$ cat src/rtl/io_pattern_tester.sv
// Per-pad GPIO exerciser over the pad window [BASE_PIN, BASE_PIN+NUM_CH-1].
// Optional PRBS mode is enabled by defining IO_TESTER_PRBS_EN; otherwise mode 5 acts as INPUT.
`ifndef MPRJ_IO_PADS
`define MPRJ_IO_PADS 38
`endif

module io_pattern_tester #(
    parameter int NUM_CH   = 7,
    parameter int BASE_PIN = 8,
    parameter int DIV_W    = 8,
    parameter int CNT_W    = 16,
    parameter int CH_W     = (NUM_CH > 1) ? $clog2(NUM_CH) : 1
) (
    input  logic                     wb_clk_i,
    input  logic                     wb_rst_i,
    input  logic                     cfg_we,
    input  logic [CH_W-1:0]          cfg_ch,
    input  logic [2:0]               cfg_mode,
    input  logic [DIV_W-1:0]         cfg_div,
    input  logic [CH_W-1:0]          rd_ch,
    output logic [CNT_W-1:0]         rd_count,
    input  logic [`MPRJ_IO_PADS-1:0] io_in,
    output logic [`MPRJ_IO_PADS-1:0] io_out,
    output logic [`MPRJ_IO_PADS-1:0] io_oeb
);

    typedef enum logic [2:0] {
        M_INPUT = 3'd0,
        M_LOW   = 3'd1,
        M_HIGH  = 3'd2,
        M_CLOCK = 3'd3,
        M_DIV   = 3'd4,
        M_PRBS  = 3'd5,
        M_LOOP  = 3'd6,
        M_EDGE  = 3'd7
    } mode_e;

    logic [NUM_CH-1:0] w_pad_in;
    logic [NUM_CH-1:0] r_s1, r_s2, r_s3;
    logic [NUM_CH-1:0] w_ch_out, w_ch_oeb;
    logic [CNT_W-1:0]  w_cnt [2**CH_W];
    logic              w_unused_io;

    assign w_pad_in    = io_in[BASE_PIN +: NUM_CH];
    assign w_unused_io = ^io_in;

    always_ff @(posedge wb_clk_i) begin
        if (wb_rst_i) begin
            r_s1 <= '0;
            r_s2 <= '0;
            r_s3 <= '0;
        end else begin
            r_s1 <= w_pad_in;
            r_s2 <= r_s1;
            r_s3 <= r_s2;
        end
    end

`ifdef IO_TESTER_PRBS_EN
    // x^7 + x^6 + 1, maximal length (127)
    logic [6:0] r_lfsr;
    always_ff @(posedge wb_clk_i) begin
        if (wb_rst_i) r_lfsr <= 7'h01;
        else          r_lfsr <= {r_lfsr[5:0], r_lfsr[6] ^ r_lfsr[5]};
    end
`endif

    for (genvar c = 0; c < NUM_CH; c++) begin : g_ch
        localparam int             CI      = c;
        localparam logic [CH_W-1:0] CIDX   = CI[CH_W-1:0];
        localparam int             PARTNER = c ^ 1;
`ifdef IO_TESTER_PRBS_EN
        localparam int             LBIT    = c % 7;
`endif

        mode_e            r_mode;
        logic [DIV_W-1:0] r_div, r_dcnt;
        logic             r_tog;
        logic [CNT_W-1:0] r_cnt;
        logic             r_out, r_oeb, r_clk;
        logic             w_wr, w_lb;

        assign w_wr = cfg_we && (cfg_ch == CIDX);

        if (PARTNER < NUM_CH) begin : g_lb
            assign w_lb = r_s2[PARTNER];
        end else begin : g_nolb
            assign w_lb = 1'b0;
        end

        always_ff @(posedge wb_clk_i) begin
            if (wb_rst_i) begin
                r_mode <= M_INPUT;
                r_div  <= '0;
                r_dcnt <= '0;
                r_tog  <= 1'b0;
                r_cnt  <= '0;
                r_out  <= 1'b0;
                r_oeb  <= 1'b1;
                r_clk  <= 1'b0;
            end else begin
                // Pad registers follow the mode held before this edge, so a new mode shows one cycle later.
                r_clk <= (r_mode == M_CLOCK);
                case (r_mode)
                    M_INPUT: begin r_out <= 1'b0;  r_oeb <= 1'b1; end
                    M_LOW:   begin r_out <= 1'b0;  r_oeb <= 1'b0; end
                    M_HIGH:  begin r_out <= 1'b1;  r_oeb <= 1'b0; end
                    M_CLOCK: begin r_out <= 1'b0;  r_oeb <= 1'b0; end
                    M_DIV:   begin r_out <= r_tog; r_oeb <= 1'b0; end
`ifdef IO_TESTER_PRBS_EN
                    M_PRBS:  begin r_out <= r_lfsr[LBIT]; r_oeb <= 1'b0; end
`else
                    M_PRBS:  begin r_out <= 1'b0;  r_oeb <= 1'b1; end
`endif
                    M_LOOP:  begin r_out <= w_lb;  r_oeb <= 1'b0; end
                    M_EDGE:  begin r_out <= 1'b0;  r_oeb <= 1'b1; end
                endcase

                if (w_wr) begin
                    r_mode <= mode_e'(cfg_mode);
                    r_div  <= cfg_div;
                    r_dcnt <= '0;
                    r_tog  <= 1'b0;
                    r_cnt  <= '0;
                end else begin
                    if (r_mode == M_DIV) begin
                        if (r_dcnt == r_div) begin
                            r_dcnt <= '0;
                            r_tog  <= ~r_tog;
                        end else begin
                            r_dcnt <= r_dcnt + DIV_W'(1);
                        end
                    end
                    // Saturating rising-edge count on the synchronised input.
                    if (r_mode == M_EDGE && r_s2[c] && !r_s3[c] && r_cnt != {CNT_W{1'b1}})
                        r_cnt <= r_cnt + CNT_W'(1);
                end
            end
        end

        assign w_ch_out[c] = r_clk ? wb_clk_i : r_out;
        assign w_ch_oeb[c] = r_oeb;
        assign w_cnt[c]    = r_cnt;
    end

    // Unpopulated read slots return zero.
    for (genvar c = NUM_CH; c < 2**CH_W; c++) begin : g_pad
        assign w_cnt[c] = '0;
    end

    always_ff @(posedge wb_clk_i) begin
        if (wb_rst_i) rd_count <= '0;
        else          rd_count <= w_cnt[rd_ch];
    end

    always_comb begin
        io_out = '0;
        io_oeb = '1;
        io_out[BASE_PIN +: NUM_CH] = w_ch_out;
        io_oeb[BASE_PIN +: NUM_CH] = w_ch_oeb;
    end

endmodule
$ cat config.mk
export PLATFORM = sky130hd
export DESIGN_NAME = io_pattern_tester
export DESIGN_NICKNAME = d
export VERILOG_FILES = /design/src/rtl/io_pattern_tester.sv
export SDC_FILE = /design/constraint.sdc
export NUM_CORES = 1
export LEC_CHECK = 0
export CAP_MARGIN = 20
export CORE_MARGIN = 2
export CORE_UTILIZATION = 55
export CTS_CLUSTER_DIAMETER = 50
export CTS_CLUSTER_SIZE = 12
export DETAILED_ROUTE_END_ITERATION = 7
export GPL_TIMING_DRIVEN = 0
export PLACE_DENSITY = 0.84
export SLEW_MARGIN = 25
export SYNTH_ARGS = -nofsm -noshare
export SYNTH_HDL_FRONTEND = slang
export SYNTH_SLANG_ARGS = --single-unit
$ cat constraint.sdc
create_clock -name wb_clk_i -period 5.6 [get_ports wb_clk_i]
set_input_delay 1.12 -clock wb_clk_i [delete_from_list [all_inputs] [get_ports wb_clk_i]]
set_output_delay 1.12 -clock wb_clk_i [all_outputs]
set_load 0.01 [all_outputs]
==> impl_metrics.tcl <==
set metrics [dict create \
    tritoncts "built" \
    fin_setup_tns_ns 0 \
    status "finished, final reports clean" \
    place_congestion 0.983 \
    die_w_um 172 \
    grt_pass1_wl_mm 67.0 \
    vdd_drop_max_uv 285 \
    area_delta_synth_final_pct 16.1 \
    grt_antenna_before_repair 0 \
    synth_area_per_cell_sq_um 8.68 \
    dp.cells 2290 \
    first_iter_violations 1458 \
    stdcell_count 2349 \
    r2r-start "g_ch[2].r_cnt[0]" \
    route.antenna.remaining_nets 0 \
    boundaryPins 150 \
    cts_hold_buf 0 \
    drv_cap 0 \
    synth_edf_count 0 \
    relSlewSlack 0.301 \
    cp-end-kind "output port" \
    ys_types 68 \
    totalPowerFinal_mw 5.09 \
    firstDrtPassIters 6 \
    n_antenna_cell 0 \
    rows 61 \
    min_path_type "reg2reg" \
    r2r_cells 5 \
    synth_mux_area_frac 0.0781 \
    synth-async-reset-ratio 0 \
    fin_util 0.651 \
    rsz0062_at_grt "no" \
    syn_inst 1798 \
    vias 14200 \
    gr-total-overflow 0 \
    synthAdderAreaFrac 0.0112 \
    powerDensity_mw_per_mm2 281 \
    synth.largest_area_cell "dfxtp_1" \
    die_h_um 172 \
    worst_pin_slew_ns 1.04 \
    cp.required_ns 4.48 \
    vias_per_cell 6.03 \
    synth-xor-area-share 0.0589 \
    core_region_area_sq_mm 0.0279 \
    layout_common_cells "dfxtp_1, nand2_1, a21oi_1, nor3_1, clkbuf_1" \
    cts_resized 0 \
    min_to "r_s2[3]" \
    clk_latency_ns 0.64 \
    grt_max_degree 13 \
    drc 0 \
    worst-r2r-setup-slack_ns 3.29 \
    post_cts_buffers 0 \
    synth_top_flop_cell "dfxtp_1" \
    syn-cell-area_sq_mm 0.0156 \
    hold_viol 0 \
    wire_per_inst_um 18.1 \
    synth_area_leaders "dfxtp_1, nand2_1, mux2i_1, a21oi_1, xnor2_1" \
    grt_pass1_vias 13100 \
    synth-seq-cells 310 \
    critical_path_class "clk2out" \
    hp-start "r_s1[3]" \
    port_buffers 53 \
    cp.arrival_ns 3.89 \
    finalSetupViolations 0 \
    synth_top_family_by_area "simple AND/OR/NAND/NOR gates" \
    final_common_cell "dfxtp_1" \
    grt_usage 0.285 \
    dp_hpwl_mm 30.1 \
    drt_wl_total_mm 42.6 \
    path_clk_slew_ns 0.05 \
    startpoint_type "clock port" \
    dieArea_sq_mm 0.0298 \
    yosys.area_share.simple 0.269 \
    fillers 2216 \
    synth_top_area_frac 0.397 \
    worst-path-max-fanout 4 \
    nets 2026 \
    start_util 0.561 \
    fin_skew_ns 0.0197 \
    yosysWarnings 0 \
    p_leak_nw 6.14 \
    synth_compound_area_frac 0.118 \
    synth-seq-area-share 0.397 \
    reg2reg_to "g_ch[2].r_cnt[2]" \
    drv_slew 0 \
    whs_path_depth 1 \
    drive_gt1_frac 0.108 \
]
## metrics by stage
step | instance area [sq um] | hold WS (ns) | setup WS (ns)
3_3_place_gp | 16800 | 0.418 | 0.974
6_report | 18100 | 0.438 | 0.589
3_5_place_dp | 16900 | 0.428 | 0.974
2_1_floorplan | 15800 | 0.414 | 1.40
4_1_cts | 18100 | 0.442 | 0.572
5_1_grt | 18100 | 0.459 | 0.567
## worst max-delay path, stage by stage
cell	delay (ns)
clkbuf_16	0.13
clkbuf_16	0.15
mux2_2	0.31
clkdlybuf4s50_1	0.49
## report_power, final
group	switching, mW	internal [mW]	total, mW
Clock	0.970	1.59	2.56
Sequential	0.0165	2.23	2.24
Combinational	0.176	0.107	0.283
## per-layer routing
metal,global-route usage,vias up,part of all wire
met1,0.379,6644,0.42
met2,0.453,690,0.45
li1,-,6691,-
met5,0,-,0
met4,0.132,0,0.040
met3,0.0472,132,0.090
## worst max path at each step
stage | endpoint | depth (start not counted) | start | slack (ns)
final | io_out[8] | 4 | wb_clk_i | 0.59
after global routing | io_out[8] | 4 | wb_clk_i | 0.57
after CTS | io_out[8] | 4 | wb_clk_i | 0.57
after detailed placement | io_out[10] | 2 | wb_clk_i | 0.97
after global placement | io_out[10] | 2 | wb_clk_i | 0.97
after floorplan | io_out[10] | 1 | wb_clk_i | 1.40
## layout make-up
type	count	area, sq um	share of cell area
clock buffer	56	1160	0.0638
clock inverter	10	185	0.0102
multi-input combinational	1347	8590	0.474
buffer	184	992	0.0547
timing repair buffer	47	465	0.0257
inverter	17	63.8	0.00352
tap	378	473	0.0261
sequential	310	6210	0.342
## flip-flops by register name (all words and copies together) (netlist names)
signal and flops:
g_ch.r_dcnt 56, g_ch.r_div 56, g_ch.r_oeb 7, rd_count 16, g_ch.r_mode 21, g_ch.r_out 7, g_ch.r_clk 7, r_s3 7
r_s1 7, r_s2 7, g_ch.r_tog 7, g_ch.r_cnt 112
## cells in the mapped netlist (8+ instances only)
library cell,count
dfxtp_1,310
nand2_1,263
a21oi_1,149
nor3_1,96
clkbuf_1,83
mux2i_1,78
buf_4,74
xnor2_1,69
nand4_1,67
or3_1,51
nand3_1,47
nor2_1,42
o31ai_1,40
or4_1,36
xor2_1,36
nor2b_1,27
o21ai_0,26
nor4_1,20
a211oi_1,19
and4_1,19
buf_2,18
inv_1,17
mux4_2,16
o2bb2ai_1,16
ha_1,14
and2_1,13
or2_2,12
and3_1,9
buf_1,8
nand3b_1,8
nor4b_1,8
## cell families after synthesis
| group | count (synthesis) |
|---|---|
| adder cells (fa/ha/maj) | 14 |
| other | 2 |
| AND/OR/NAND/NOR | 771 |
| flip-flops | 310 |
| multiplexers | 101 |
| buffers and inverters | 201 |
| AO/OA/AOI/OAI | 294 |
| XOR/XNOR | 105 |
Power figures use the tool's default switching activity.
